`src/rtl/datapath_mux_unit.sv`:
```
// datapath_mux_unit: 2:1 data mux and 3:1 register-index mux with registered copies and illegal-select error flags (clk, rst, sel2/d2_*->y2, sel3/d3_*->y3, y2_q, y3_q, sel3_err, sel3_err_sticky)
module datapath_mux_unit #(
  parameter int DW = 32,
  parameter int RW = 5
) (
  input  logic          clk,
  input  logic          rst,
  input  logic          sel2,
  input  logic [DW-1:0] d2_0,
  input  logic [DW-1:0] d2_1,
  output logic [DW-1:0] y2,
  input  logic [1:0]    sel3,
  input  logic [RW-1:0] d3_0,
  input  logic [RW-1:0] d3_1,
  input  logic [RW-1:0] d3_2,
  output logic [RW-1:0] y3,
  output logic [DW-1:0] y2_q,
  output logic [RW-1:0] y3_q,
  output logic          sel3_err,
  output logic          sel3_err_sticky
);
  logic sticky_d;
  always_comb begin
    y2       = sel2 ? d2_1 : d2_0;
    y3       = sel3 == 2'b00 ? d3_0 :
               sel3 == 2'b01 ? d3_1 :
               sel3 == 2'b10 ? d3_2 : '0;
    sel3_err = sel3 == 2'b11;
    sticky_d = sel3_err_sticky | sel3_err;
  end
  always_ff @(posedge clk) begin
    if (rst) begin
      y2_q            <= '0;
      y3_q            <= '0;
      sel3_err_sticky <= 1'b0;
    end else begin
      y2_q            <= y2;
      y3_q            <= y3;
      sel3_err_sticky <= sticky_d;
    end
  end
endmodule

```
`config.mk`:
```
export PLATFORM = sky130hd
export DESIGN_NAME = datapath_mux_unit
export DESIGN_NICKNAME = d
export VERILOG_FILES = /design/src/rtl/datapath_mux_unit.sv
export SDC_FILE = /design/constraint.sdc
export NUM_CORES = 1
export LEC_CHECK = 0
export ABC_AREA = 1
export CAP_MARGIN = 0
export CORE_ASPECT_RATIO = 1.1
export CORE_MARGIN = 8
export CORE_UTILIZATION = 35
export DETAILED_ROUTE_END_ITERATION = 16
export PLACE_DENSITY = 0.86
export REMOVE_ABC_BUFFERS = 1
export SLEW_MARGIN = 20
export SYNTH_ARGS = -nofsm -noshare
export SYNTH_HDL_FRONTEND = slang
export SYNTH_SLANG_ARGS = --single-unit
```
`constraint.sdc`:
```
create_clock -name clk -period 2.01 [get_ports clk]
set_input_delay 0.402 -clock clk [delete_from_list [all_inputs] [get_ports clk]]
set_output_delay 0.402 -clock clk [all_outputs]
set_load 0.01 [all_outputs]
```
# Yosys cells after proc, flatten, opt, wreduce, memory -nomap -nowiden
# Cells that the tools add are included.
[totals]
ff_bits = 38
input_bits = 84
out_inout_bits = 76
elab_cells = 12
[classes]
eq_ne = 3
n_mux = 4
bitwise_logic = 1
reduce_logical = 1
[ops]
columns = ["operator", "n"]
rows = [
  ["2-to-1 mux 32 bit", 1],
  ["2-to-1 mux 5 bit", 3],
  ["== test 2 bit (second input constant)", 2],
  ["== test 2 x 1 -> 1 bit (second input constant)", 1],
  ["zero test 2 bit", 1],
  ["bitwise OR 1 bit", 1],
]

# Logic depth before layout (Yosys ltp)
[logic_depth]
depth_word = 4
depth_mapped = 6

# Worst setup path before layout
# No wires, ideal clock.
[synth_timing]
path_kind = "in2out"
from = "input sel2"
to = "output y2[10]"
arrival_ns = 0.892
required_time_ns = 1.608
slack_ns = 0.716
stages = 5
path_buffers = 2
path_cell_list = "buf_6 -> inv_8 -> buf_12 -> nand2_4 -> nand2_1"
[synth_between]
elab_chain_len = 1
[synth_rtl]
columns = ["element", "line", "source"]
rows = [
  ["from (decl)", "8", "input logic sel2,"],
  ["2-to-1 mux 32 bit", "24", "y2 = sel2 ? d2_1 : d2_0;"],
  ["to (decl)", "11", "output logic [DW-1:0] y2,"],
]
# No other way between the ends.

# Worst setup path in the final report
[layout_timing]
from = "input sel2"
to = "output y2[11]"
# The elaborated chain is that of the path after synthesis.

==> insert_results.sql <==
INSERT INTO impl_metrics (metric_group, metric, value, unit) VALUES
('place', 'hpwl', '7.00', 'mm'),
('synthesis', 'synth_compound_area_frac', '0.141', ''),
('cells_and_area', 'final-seq-area', '761', 'sq um'),
('die', 'core_area', '5400', 'sq um'),
('global_route', 'grt_pass1_vias', '2592', ''),
('power', 'irDropWorstVdd', '0.320', 'mV'),
('global_route', 'gr-usage-all-layers', '0.195', ''),
('cells_and_area', 'multi_input_area', '1020', 'sq um'),
('detailed_routing', 'route.final.wire_length', '8.14', 'mm'),
('setup_path', 'cp_cell_sequence', 'dlygate4sd2_1, buf_6, inv_8, buf_12, buf_4, nand2_4, nand2_1, dlygate4sd2_1', ''),
('setup_path', 'timing.critical_path.slowest_cell_delay', '0.28', 'ns'),
('synthesis', 'synth_top_cells_by_area', 'sky130_fd_sc_hd__dfxtp_1 39%, sky130_fd_sc_hd__nand2_4 17%, sky130_fd_sc_hd__nand2_1 15%, sky130_fd_sc_hd__a21oi_2 14%, sky130_fd_sc_hd__buf_12 3.1%', ''),
('synthesis', 'synth-warning-count', '0', ''),
('timing', 'skew', '0', 'ns'),
('setup_path', 'worst_r2r_startpoint', 'sel3_err_sticky', ''),
('setup_path', 'worst_path_most_repeated_cell', 'sky130_fd_sc_hd__dlygate4sd2_1', ''),
('run', 'max_cap_viol_count', '0', ''),
('timing', 'worstMarginPinSlew', '0.388', 'ns'),
('detailed_routing', 'drc_errors', '0', ''),
('detailed_routing', 'dr.pass1.iters', '4', ''),
('clock_tree', 'htreeDepth', '2', ''),
('setup_path', 'rr_worst_depth', '2', ''),
('clock_tree', 'cts-root-to-sink-buffers', '2', ''),
('detailed_routing', 'wire_per_inst', '15.4', 'um'),
('synthesis', 'synthMuxAreaShare', '0', ''),
('setup_path', 'reg2reg_to', 'sel3_err_sticky', ''),
('synthesis', 'combinational_family_with_the_most_area_after_synthesis', 'simple AND/OR/NAND/NOR gates', ''),
('global_route', 'grt_start_max_net_pins', '18', ''),
('cells_and_area', 'share_of_post_route_cells_with_drive_strength_above_1', '0.360', ''),
('synthesis', 'postSynthCellCount', '218', ''),
('synthesis', 'synth_cell_type_count', '17', ''),
('synthesis', 'synth_fa_ha_area_frac', '0', ''),
('setup_path', 'critPathLaunch', 'sel2', ''),
('setup_path', 'timing.critical_path.slowest_stage_cell', 'sky130_fd_sc_hd__dlygate4sd2_1', ''),
('timing', 'share_of_the_cycle_needed_by_the_critical_path_after_routing', '0.962', ''),
('setup_path', 'r2r_setup_slack', '1.46', 'ns'),
('setup_path', 'critical_path_peak_fanout', '8', ''),
('synthesis', 'netlist_area', '1970', 'sq um'),
('die', 'ioPinCount', '160', ''),
('timing', 'final-hold-violation-count', '0', ''),
('global_route', 'global_route_wire_length_before_repair', '12.4', 'mm'),
('clock_tree', 'worst_setup_hold_path_clk_slew', '0.07', 'ns'),
('die', 'floorplan.die_area', '8270', 'sq um'),
('place', 'gp_routability_congestion', '0.767', ''),
('clock_tree', 'cts_hold_buffers', '0', ''),
('clock_tree', 'cts-root-buf', 'sky130_fd_sc_hd__clkbuf_8', ''),
('clock_tree', 'tritoncts.num_buffers', '5', ''),
('setup_path', 'cp.required', '1.61', 'ns'),
('synthesis', 'number_of_synthesized_register_bits', '38', ''),
('setup_path', 'cp_num_cells', '8', ''),
('timing', 'max_freq', '0.517', 'GHz'),
('timing', 'relSlewSlack', '0.741', ''),
('synthesis', 'synth_area_leader_cell', 'sky130_fd_sc_hd__dfxtp_1', ''),
('cells_and_area', 'n_antenna_cell', '0', ''),
('global_route', 'globalRouteOverflowTotal', '0', ''),
('setup_path', 'worst_setup_path_start_kind', 'input pin', ''),
('run_status', 'run_status', 'finished clean', ''),
('setup_path', 'worstSetupEndpoint', 'y2[11]', ''),
('timing', 'finalSetupViolations', '0', ''),
('worst_hold_path', 'hp-class', 'register to register', ''),
('timing', 'min_period', '1.93', 'ns'),
('power', 'cellLeakagePower', '2.10', 'nW'),
('setup_path', 'criticalPathCategory', 'input pin to output pin', ''),
('synthesis', 'synth-xor-area-share', '0', ''),
('place', 'placement.io_buffers', '159', ''),
('synthesis', 'synth.top_cell.area_share', '0.387', ''),
('setup_path', 'worstSetupEndpointType', 'output pin', ''),
('cells_and_area', 'area.growth.synth_to_final', '117', '%'),
('clock_tree', 'clock_sinks', '38', ''),
('power', 'power_per_cell_area', '493', 'nW/um^2'),
('detailed_routing', 'drtIter0Drc', '15', '');
==> synth_stat cells, drive strengths merged <==
| cell type | n |
|---|---|
| nand2 | 107 |
| dfxtp | 38 |
| a21oi | 32 |
| nand3 | 15 |
| buf | 13 |
| inv | 10 |
| nor2 | 3 |
==> worst reg2reg max path, stage by stage, from the launching register on <==
cell                      delay, ns
sky130_fd_sc_hd__dfxtp_1       0.31
sky130_fd_sc_hd__nor2_1        0.09
sky130_fd_sc_hd__nor2_1        0.04
==> through the flow <==
step | area (sq um) | setup WS [ns] | total power [mW] | instances | hold WS [ns]
3_3_place_gp | 4190 | -0.312 | 1.64 | 518 | 0.449
2_1_floorplan | 1830 | 0.653 | 1.06 | 205 | 0.464
3_5_place_dp | 4190 | -0.339 | 1.67 | 518 | 0.456
6_report | 4260 | 0.0756 | 2.10 | 530 | 0.470
4_1_cts | 4260 | 0.0182 | 2.13 | 530 | 0.473
5_1_grt | 4260 | 0.0127 | 2.21 | 530 | 0.499
==> state kept, by name, indices dropped and copies added, names as in the netlist <==
register	flops
y2_q	32
y3_q	5
sel3_err_sticky	1
==> worst min path at each step <==
stage / start / to / slack, ns / depth (start not counted)
floorplan: rst / y2_q[0] / 0.46 / 1
global placement: sel3_err_sticky / sel3_err_sticky / 0.45 / 2
detailed placement: sel3_err_sticky / sel3_err_sticky / 0.46 / 2
CTS: sel3_err_sticky / sel3_err_sticky / 0.47 / 2
global route: sel3_err_sticky / sel3_err_sticky / 0.50 / 2
finish: sel3_err_sticky / sel3_err_sticky / 0.47 / 2
==> what timing repair did <==
item / in CTS / in global routing
pin swaps: 1 / 0
gates cloned: 0 / 0
endpoints found under the setup margin: 38 / 1
endpoints found under the hold margin: 0 / 0
setup buffers: 5 / 0
resized for setup: 45 / 3
==> report_power, final <==
group / internal, mW / switching [mW] / total (mW)
sequential: 0.801 / 0.0120 / 0.813
clock: 0.239 / 0.250 / 0.489
combinational: 0.469 / 0.327 / 0.796
==> cells by family (layout without fill, tap and decap cells) <==
family                 after synthesis  after routing
AOI/OAI and AO/OA                   32             32
buffers and inverters               23            260
DFF                                 38             38
and+or+nand+nor                    125            125
==> layer usage <==
layer,track usage,vias to the layer above,part of all wire
met5,0,-,0
met4,0.0775,0,0.031
met3,0.0573,15,0.068
met2,0.394,89,0.57
met1,0.173,1033,0.33
li1,-,1159,-
==> placed cells by master, fill, tap and decap left out <==
master / synthesis / layout
sky130_fd_sc_hd__dlymetal6s2s_1: 0 / 1
sky130_fd_sc_hd__nor2_4: 1 / 1
sky130_fd_sc_hd__buf_2: 3 / 2
sky130_fd_sc_hd__clkbuf_2: 0 / 1
sky130_fd_sc_hd__nand2_2: 1 / 1
sky130_fd_sc_hd__nand3_1: 10 / 10
sky130_fd_sc_hd__dfxtp_1: 38 / 38
sky130_fd_sc_hd__nand2_4: 30 / 30
sky130_fd_sc_hd__clkdlybuf4s50_1: 0 / 118
sky130_fd_sc_hd__clkdlybuf4s15_2: 0 / 1
sky130_fd_sc_hd__a21oi_1: 1 / 1
sky130_fd_sc_hd__buf_6: 2 / 1
sky130_fd_sc_hd__clkbuf_8: 0 / 5
sky130_fd_sc_hd__buf_4: 5 / 76
sky130_fd_sc_hd__inv_2: 2 / 2
sky130_fd_sc_hd__nand3_2: 5 / 5
sky130_fd_sc_hd__clkbuf_1: 0 / 2
sky130_fd_sc_hd__a21oi_2: 31 / 31
sky130_fd_sc_hd__nand2_1: 76 / 76
sky130_fd_sc_hd__nor2_1: 2 / 2
sky130_fd_sc_hd__inv_1: 7 / 7
sky130_fd_sc_hd__buf_12: 3 / 7
sky130_fd_sc_hd__dlygate4sd2_1: 0 / 36
sky130_fd_sc_hd__inv_8: 1 / 1
==> cell type report <==
type / count / share of cell area
inverters: 10 / 0.0106
flip-flops and latches: 38 / 0.179
clock buffers: 7 / 0.0179
repair buffers: 243 / 0.530
well taps: 75 / 0.0220
multi-input cells: 157 / 0.241
(Power assumes the default switching activity.)
